### config.mk
export PLATFORM = sky130hd
export DESIGN_NAME = alu_sequencer
export DESIGN_NICKNAME = d
export VERILOG_FILES = /design/src/rtl/alu_sequencer_pkg.sv /design/src/rtl/alu_sequencer_regfile.sv /design/src/rtl/alu_sequencer.sv
export SDC_FILE = /design/constraint.sdc
export NUM_CORES = 1
export LEC_CHECK = 0
export ABC_AREA = 1
export BUFFER_PORTS_ARGS = -buffer_cell sky130_fd_sc_hd__buf_2
export CAP_MARGIN = 20
export CORE_MARGIN = 5
export CORE_UTILIZATION = 45
export DETAILED_ROUTE_END_ITERATION = 6
export PLACE_DENSITY = 0.64
export SKIP_CTS_REPAIR_TIMING = 1
export SLEW_MARGIN = 20
export SYNTH_ARGS = -nofsm -noshare
export SYNTH_HDL_FRONTEND = slang
export SYNTH_SLANG_ARGS = --single-unit
### constraint.sdc
create_clock -name clk -period 3 [get_ports clk]
set_input_delay 0.15 -clock clk [delete_from_list [all_inputs] [get_ports clk]]
set_output_delay 0.15 -clock clk [all_outputs]
set_load 0.1 [all_outputs]
### src/rtl/alu_sequencer_pkg.sv
`default_nettype none
// +-----------------------------------------------------------------------------+
// | Module      : alu_sequencer_pkg                                             |
// | Description : Shared state encoding, local opcodes and instruction fields   |
// |               for the alu8 control sequencer.                               |
// | Revision    : 1.0 - initial release                                         |
// +-----------------------------------------------------------------------------+
package alu_sequencer_pkg;

   typedef enum logic [2:0] {
      ST_IDLE  = 3'd0,
      ST_F0    = 3'd1,
      ST_L0    = 3'd2,
      ST_L1    = 3'd3,
      ST_ISSUE = 3'd4,
      ST_WAIT  = 3'd5,
      ST_WB    = 3'd6,
      ST_HALT  = 3'd7
   } state_t;

   localparam logic [7:0] OP_HALT     = 8'hFF;
   localparam logic [7:0] OP_LDI_BASE = 8'hF0;

   // byte1 layout: {dst, lhs, rhs, 2'b00}
   localparam int FIELD_W = 2;
   localparam int DST_LSB = 6;
   localparam int LHS_LSB = 4;
   localparam int RHS_LSB = 2;

endpackage : alu_sequencer_pkg
`default_nettype wire

### src/rtl/alu_sequencer_regfile.sv
`default_nettype none
// +-----------------------------------------------------------------------------+
// | Module      : alu_sequencer_regfile                                         |
// | Description : 4x8 register file, two async operand ports, one async debug   |
// |               port and one synchronous write port with synchronous reset.   |
// | Revision    : 1.0 - initial release                                         |
// +-----------------------------------------------------------------------------+
module alu_sequencer_regfile (
   input  logic       clk,
   input  logic       rst,
   input  logic [1:0] rd_a_sel,
   output logic [7:0] rd_a_data,
   input  logic [1:0] rd_b_sel,
   output logic [7:0] rd_b_data,
   input  logic [1:0] dbg_sel,
   output logic [7:0] dbg_data,
   input  logic       wr_en,
   input  logic [1:0] wr_sel,
   input  logic [7:0] wr_data
);

   logic [7:0] regs_q [4];
   logic [7:0] regs_d [4];

   // Reads see regs_q, so a same-cycle write is only visible after the edge.
   assign rd_a_data = regs_q[rd_a_sel];
   assign rd_b_data = regs_q[rd_b_sel];
   assign dbg_data  = regs_q[dbg_sel];

   always_comb begin
      for (int i = 0; i < 4; i++) begin
         regs_d[i] = regs_q[i];
      end
      if (wr_en) begin
         regs_d[wr_sel] = wr_data;
      end
   end

   always_ff @(posedge clk) begin
      if (rst) begin
         for (int i = 0; i < 4; i++) begin
            regs_q[i] <= 8'h00;
         end
      end else begin
         for (int i = 0; i < 4; i++) begin
            regs_q[i] <= regs_d[i];
         end
      end
   end

endmodule : alu_sequencer_regfile
`default_nettype wire

### src/rtl/alu_sequencer.sv
`default_nettype none
// +-----------------------------------------------------------------------------+
// | Module      : alu_sequencer                                                 |
// | Description : Fetches 2-byte instructions from a synchronous ROM, issues    |
// |               ALU ops to alu8 and writes results back; runs LDI/HALT local. |
// | Revision    : 1.0 - initial release                                         |
// +-----------------------------------------------------------------------------+
module alu_sequencer
   import alu_sequencer_pkg::*;
#(
   parameter int PC_W    = 8,
   parameter int ALU_LAT = 2
) (
   input  logic            clk,
   input  logic            rst,
   input  logic            start,
   output logic [PC_W-1:0] prog_addr,
   input  logic [7:0]      prog_data,
   output logic            alu_enable,
   output logic [7:0]      alu_opcode,
   output logic [7:0]      alu_lhs,
   output logic [7:0]      alu_rhs,
   input  logic [7:0]      alu_result,
   output logic            busy,
   output logic            halted,
   input  logic [1:0]      dbg_sel,
   output logic [7:0]      dbg_data
);

   localparam int CNT_W = (ALU_LAT > 2) ? $clog2(ALU_LAT) : 1;

   state_t           state_q,      state_d;
   logic [PC_W-1:0]  pc_q,         pc_d;
   logic [PC_W-1:0]  prog_addr_q,  prog_addr_d;
   logic [7:0]       byte0_q,      byte0_d;
   logic [1:0]       dst_q,        dst_d;
   logic [CNT_W-1:0] wait_cnt_q,   wait_cnt_d;
   logic             alu_enable_q, alu_enable_d;
   logic [7:0]       alu_opcode_q, alu_opcode_d;
   logic [7:0]       alu_lhs_q,    alu_lhs_d;
   logic [7:0]       alu_rhs_q,    alu_rhs_d;
   logic             busy_q,       busy_d;
   logic             halted_q,     halted_d;

   logic [7:0]       rd_lhs;
   logic [7:0]       rd_rhs;
   logic             is_ldi;
   logic             rf_wr_en;
   logic [1:0]       rf_wr_sel;
   logic [7:0]       rf_wr_data;

   assign is_ldi = (byte0_q[7:2] == OP_LDI_BASE[7:2]);

   // Operand selects come straight off prog_data in L1 so operands are
   // captured on the L1->ISSUE edge, before any writeback of this op.
   alu_sequencer_regfile u_regfile (
      .clk       (clk),
      .rst       (rst),
      .rd_a_sel  (prog_data[LHS_LSB +: FIELD_W]),
      .rd_a_data (rd_lhs),
      .rd_b_sel  (prog_data[RHS_LSB +: FIELD_W]),
      .rd_b_data (rd_rhs),
      .dbg_sel   (dbg_sel),
      .dbg_data  (dbg_data),
      .wr_en     (rf_wr_en),
      .wr_sel    (rf_wr_sel),
      .wr_data   (rf_wr_data)
   );

   always_comb begin
      rf_wr_en   = 1'b0;
      rf_wr_sel  = byte0_q[1:0];
      rf_wr_data = prog_data;
      if (state_q == ST_L1 && is_ldi && byte0_q != OP_HALT) begin
         rf_wr_en = 1'b1;
      end else if (state_q == ST_WB) begin
         rf_wr_en   = 1'b1;
         rf_wr_sel  = dst_q;
         rf_wr_data = alu_result;
      end
   end

   always_comb begin
      state_d      = state_q;
      pc_d         = pc_q;
      prog_addr_d  = prog_addr_q;
      byte0_d      = byte0_q;
      dst_d        = dst_q;
      wait_cnt_d   = wait_cnt_q;
      alu_enable_d = 1'b0;
      alu_opcode_d = alu_opcode_q;
      alu_lhs_d    = alu_lhs_q;
      alu_rhs_d    = alu_rhs_q;

      case (state_q)
         ST_IDLE, ST_HALT: begin
            if (start) begin
               state_d = ST_F0;
               pc_d    = '0;
            end
         end
         ST_F0: begin
            state_d = ST_L0;
         end
         ST_L0: begin
            byte0_d = prog_data;
            pc_d    = pc_q + PC_W'(1);
            state_d = ST_L1;
         end
         ST_L1: begin
            dst_d = prog_data[DST_LSB +: FIELD_W];
            pc_d  = pc_q + PC_W'(1);
            if (byte0_q == OP_HALT) begin
               state_d = ST_HALT;
            end else if (is_ldi) begin
               state_d = ST_F0;
            end else begin
               state_d      = ST_ISSUE;
               alu_enable_d = 1'b1;
               alu_opcode_d = byte0_q;
               alu_lhs_d    = rd_lhs;
               alu_rhs_d    = rd_rhs;
            end
         end
         ST_ISSUE: begin
            state_d    = ST_WAIT;
            wait_cnt_d = CNT_W'(ALU_LAT - 2);
         end
         ST_WAIT: begin
            if (wait_cnt_q == '0) begin
               state_d = ST_WB;
            end else begin
               wait_cnt_d = wait_cnt_q - CNT_W'(1);
            end
         end
         ST_WB: begin
            state_d = ST_F0;
         end
         default: begin
            state_d = ST_IDLE;
         end
      endcase

      // ROM address leads the byte capture by one clock: pc in F0, pc+1 in L0.
      if (state_d == ST_F0) begin
         prog_addr_d = pc_d;
      end else if (state_d == ST_L0) begin
         prog_addr_d = pc_d + PC_W'(1);
      end

      busy_d   = !(state_d == ST_IDLE || state_d == ST_HALT);
      halted_d = (state_d == ST_HALT);
   end

   always_ff @(posedge clk) begin
      if (rst) begin
         state_q      <= ST_IDLE;
         pc_q         <= '0;
         prog_addr_q  <= '0;
         byte0_q      <= 8'h00;
         dst_q        <= 2'b00;
         wait_cnt_q   <= '0;
         alu_enable_q <= 1'b0;
         alu_opcode_q <= 8'h00;
         alu_lhs_q    <= 8'h00;
         alu_rhs_q    <= 8'h00;
         busy_q       <= 1'b0;
         halted_q     <= 1'b0;
      end else begin
         state_q      <= state_d;
         pc_q         <= pc_d;
         prog_addr_q  <= prog_addr_d;
         byte0_q      <= byte0_d;
         dst_q        <= dst_d;
         wait_cnt_q   <= wait_cnt_d;
         alu_enable_q <= alu_enable_d;
         alu_opcode_q <= alu_opcode_d;
         alu_lhs_q    <= alu_lhs_d;
         alu_rhs_q    <= alu_rhs_d;
         busy_q       <= busy_d;
         halted_q     <= halted_d;
      end
   end

   assign prog_addr  = prog_addr_q;
   assign alu_enable = alu_enable_q;
   assign alu_opcode = alu_opcode_q;
   assign alu_lhs    = alu_lhs_q;
   assign alu_rhs    = alu_rhs_q;
   assign busy       = busy_q;
   assign halted     = halted_q;

endmodule : alu_sequencer
`default_nettype wire

# Word level (Yosys, flattened, before mapping)
# Memory sizes are Yosys's and may differ from the RTL's. A register that Yosys moved wholly into a read port is not among the register bits.
# Cells that the tools add are included.
# totals
regBits	41
rom_bits	0
output_inout_bits	43
wordCells	79
inputBits	21
latch_bits	0
ramBits	32
mem_count	1
# mem_list
memory	words	word_bits	read_ports	rd_clocked_by_memory_dff	wr	line_no	rtl
u_regfile.regs_q	4	8	7	2	4	alu_sequencer_regfile.sv:22	logic [7:0] regs_q [4];
# classes
n_mux	29
bitwise	8
n_reduce_logical	13
eq_ne	13
n_mul	0
div	0
order_cmp	2
n_addsub	3
shift	0
# op_table
operator	n
two-way mux 8 bit	10
bitwise mux 32 bit	1
two-way mux 32 bit	1
one-hot mux 3 bit (7 select lines)	1
adder 8 x 1 -> 8 bit (second input constant)	2
demux 8 bit (select 2 bit)	1
one-hot mux 8 bit (2 select lines)	1
equality test 3 bit (second input constant)	5
two-way mux 3 bit	4
equality test 3 x 2 -> 1 bit (second input constant)	3
equality test 8 bit (second input constant)	1
inequality test 8 bit (second input constant)	1
two-way mux 1 bit	7
equality test 3 x 1 -> 1 bit (second input constant)	2
equality test 6 bit (second input constant)	1
zero test 3 bit	2
two-way mux 2 bit	2
bitwise OR 1 bit	4
nonzero test 2 bit	2
OR reduction 2 bit	2
greater-or-equal comparator 3 bit (second input constant)	1
logical AND 1 bit	3
less-than comparator 3 x 1 -> 1 bit (second input constant)	1
NOT 1 bit	3
7 further kinds	7

# Depth between registers and ports, before layout
# logic_depth
depth_word	12
depth_mapped	16
ltp_nobuf	15

# Hierarchy
# Synthesis repeated with hierarchy kept, for this count alone.
# unflattened
hier_cells	705
area_unflattened_um2	4778.3
# by_module_without_submodules
module	n_inst	cells_each	area_each_um2	seq_area_each_um2
alu_sequencer	1	362	2668.8	1121.1
alu_sequencer_regfile	1	343	2109.5	640.6

# Worst setup path after synthesis
# No wires, ideal clock.
# synth_path
kind	input to output
start	input dbg_sel[0]
end	output dbg_data[5]
path_slack_ns	0.479
cell_stages	6
n_path_buf	2
t_required_ns	2.850
t_arrival_ns	2.371
cell_sequence	clkbuf_1 > inv_1 > clkbuf_1 > o21ai_0 > a21oi_1 > a21oi_1
# synth_between
elab_chain_cells	1
# synth_lines
element	line_no	rtl
start, declared	alu_sequencer.sv:26	input logic [1:0] dbg_sel,
memory (4 x 8 bit)	--	
end, declared	alu_sequencer.sv:27	output logic [7:0] dbg_data
# No other way between the ends.

==> out/qor.csv <==
stage,metric,value,unit
synth,syn-cell-area,4470,um2
synth,yosys_warnings,0,
sta,rsz0062_at_grt,no,
critical_path,path_class,flop to flop,
synth,yosys.area.top_type,dfxtp_1,
sta,fin_skew,10.7,ps
synth,syn-num-nets,669,
sta,fin_ws,848,ps
critical_path,cp_max_fo,16,
synth,avgSynthCellArea,6.92,um2
synth,synth_edf_count,0,
critical_path,endpoint_kind,flop,
synth,yosysUniqueCellTypes,32,
final_layout,drive_above_1_share,16.3,%
route,firstDrtPassIters,5,
placement,dp_cells,811,
route,num_vias,4316,
synth,synth_common_cells,"108 x nand2_1, 102 x a21oi_1, 90 x inv_1",
route,vias_per_cell,5.23,
final_layout,fill_cells,1005,
floorplanning,io_pins,64,
power,vdd_drop_max,0.665,mV
synth,synthFlopType,dfxtp_1,
sta,worst_pin_slew,887,ps
critical_path,arrival,2400,ps
synth,synthCells,646,
global_route,first_global_vias,4044,
critical_path,cp.buffers_inverters,3,
run_status,outcome,finished clean,
clock_tree,clk_pin_slew,90,ps
run,cap_violations,0,
floorplanning,coreArea,9730,um2
sta,slew_headroom,40.8,%
clock_tree,clock_path_buffers,2,
placement,port_buffers,63,
sta,fin_crit_sh,71.7,%
clock_tree,htree_levels,3,
sta,period_needed,2150,ps
sta,max_freq,0.465,GHz
clock_tree,numCtsBuffers,9,
placement,dp_hpwl,8870,um
synth,yosysSeqAreaShare,39.4,%
route,drt_iter0_drc,306,
placement,place_ws,886,ps
synth,async_reset_ff_share,0,%
sta,setup_tns,0,ps
critical_path,crit_chain,inv_2 > nor3_2 > buf_4 > inv_2 > o21ai_2 > nand3_2 > o21ai_0 > a21oi_1,
sta,setup_violations,0,
clock_tree,clock_latency,360,ps
critical_path,cp_top_family,compound AO/OA/AOI/OAI gates,
critical_path,max_stage_delay,520,ps
global_route,overflow,0,
floorplanning,dieHeight,110,um
floorplanning,die_w,110,um
critical_path,path_common_cell,inv_2,
critical_path,crit_path_start_kind,flop,
final_layout,fin_cells,826,
final_layout,seqCellArea,1760,um2
clock_tree,cts_tree,built,
global_route,grt_pass1_wl,19800,um
power,power.leakage,2.12,nW
final_layout,n_antenna_cell,0,
global_route,antenna_found_initial,0,
sta,final-hold-violation-count,0,
synth,yosys.cell_count.top_type,nand2_1,
floorplanning,fp-row-count,36,
route,avgRoutedWirePerCell,14.5,um
global_route,grt_max_degree,50,
route,drtAntennaViolNets,0,
synth,synth_area_leaders,"dfxtp_1 39%, a21oi_1 11%, nand2_1 9.1%",
synth,yosysTopAreaCellShare,39.4,%
critical_path,crit_required,3250,ps
floorplanning,die_area,12000,um2
floorplanning,initial_core_util,45.9,%
synth,synth_seq_cells,88,
route,drc,0,
final_layout,areaGrowthSynthToFinish,12.7,%
power,powerDensity,748,nW/um2
clock_tree,cts.sinks,88,
final_layout,final_nets,712,
route,routed_wl,11900,um
sta,holdWs,65.9,ps
global_route,grt_util_all_layers,21.1,%
min_path,hp-class,input pin to flop,
final_layout,multi_input_area,2160,um2
clock_tree,root_buffer,clkbuf_8,
critical_path,cp_slowest_cell,dfxtp_1,
sta,slew_viol_final,0,
placement,gp_congestion,0.876,
kinds of logic after synthesis:
logic type	Yosys count	synth area share, %
AO/OA/AOI/OAI	241	30.2
XOR/XNOR	2	0.392
adder cells (fa/ha/maj)	2	0.560
buffers and inverters	137	12.3
flip-flops	88	39.4
AND/OR/NAND/NOR	176	17.1
metrics by stage:
stage               util (%)  power [W]  cell area, um2
finish                  51.8    0.00377            5040
global placement        49.5    0.00285            4820
global route            51.8    0.00397            5040
floorplan                  -    0.00264            4470
CTS                     51.8    0.00379            5040
detailed placement      49.5    0.00287            4820
where the power goes:
group / switching [W] / internal, W
clock: 0.000413 / 0.000510
combinational: 0.00120 / 0.000263
sequential: 0.0000855 / 0.00130
total: 0.00170 / 0.00207
cells in the final DEF (no fill, tap or decap), drive strengths merged:
cell type / synthesis / layout
dfxtp: 88 / 88
bufinv: 0 / 2
a31oi: 6 / 6
clkbuf: 26 / 12
xor2: 2 / 2
inv: 98 / 98
buf: 10 / 68
clkinv: 3 / 4
a21oi: 105 / 105
o21bai: 3 / 3
o21ai: 94 / 94
nand2: 109 / 109
nand4: 4 / 4
ha: 2 / 2
nor3: 2 / 2
a211oi: 32 / 32
nor2: 34 / 34
nand3: 27 / 27
o22ai: 1 / 1
layer usage:
metal | vias to the layer above | wire, um | global-route usage, %
met3 | 18 | 566 | 3.64
met2 | 118 | 5160 | 32.3
met1 | 1954 | 6010 | 29.4
met5 | - | 0 | 0
li1 | 2226 | - | -
met4 | 0 | 212 | 8.73
worst min-delay path, stage by stage:
cell     delay (ps)
buf_2           100
nand2_1          70
a31oi_1          70
sequential cells by signal, summed over array words and instances (netlist names):
signal            count
byte0_q               8
prog_addr             8
alu_opcode            8
alu_lhs               8
u_regfile.regs_q     32
state_q               3
halted                1
alu_rhs               8
alu_enable            1
dst_q                 2
busy                  1
pc_q                  8
area by class of cell:
type | instances | share of cell area [%]
flip-flops and latches | 88 | 35.0
well taps | 133 | 3.30
clock inverters | 3 | 1.29
repair buffers | 68 | 7.00
inverters | 101 | 7.55
multi-input cells | 421 | 42.8
clock buffers | 12 | 3.08
path summary, 6_finish.rpt:
check,cells past startpoint,startpoint,endpoint,slack (ps)
setup / recovery,8,state_q[2],u_regfile.regs_q[1][2],850
hold / removal,3,alu_result[6],u_regfile.regs_q[2][6],70
setup reg to reg,8,state_q[2],u_regfile.regs_q[1][2],850
hold reg to reg,2,alu_opcode[4],alu_opcode[4],440
(Power assumes the default switching activity.)
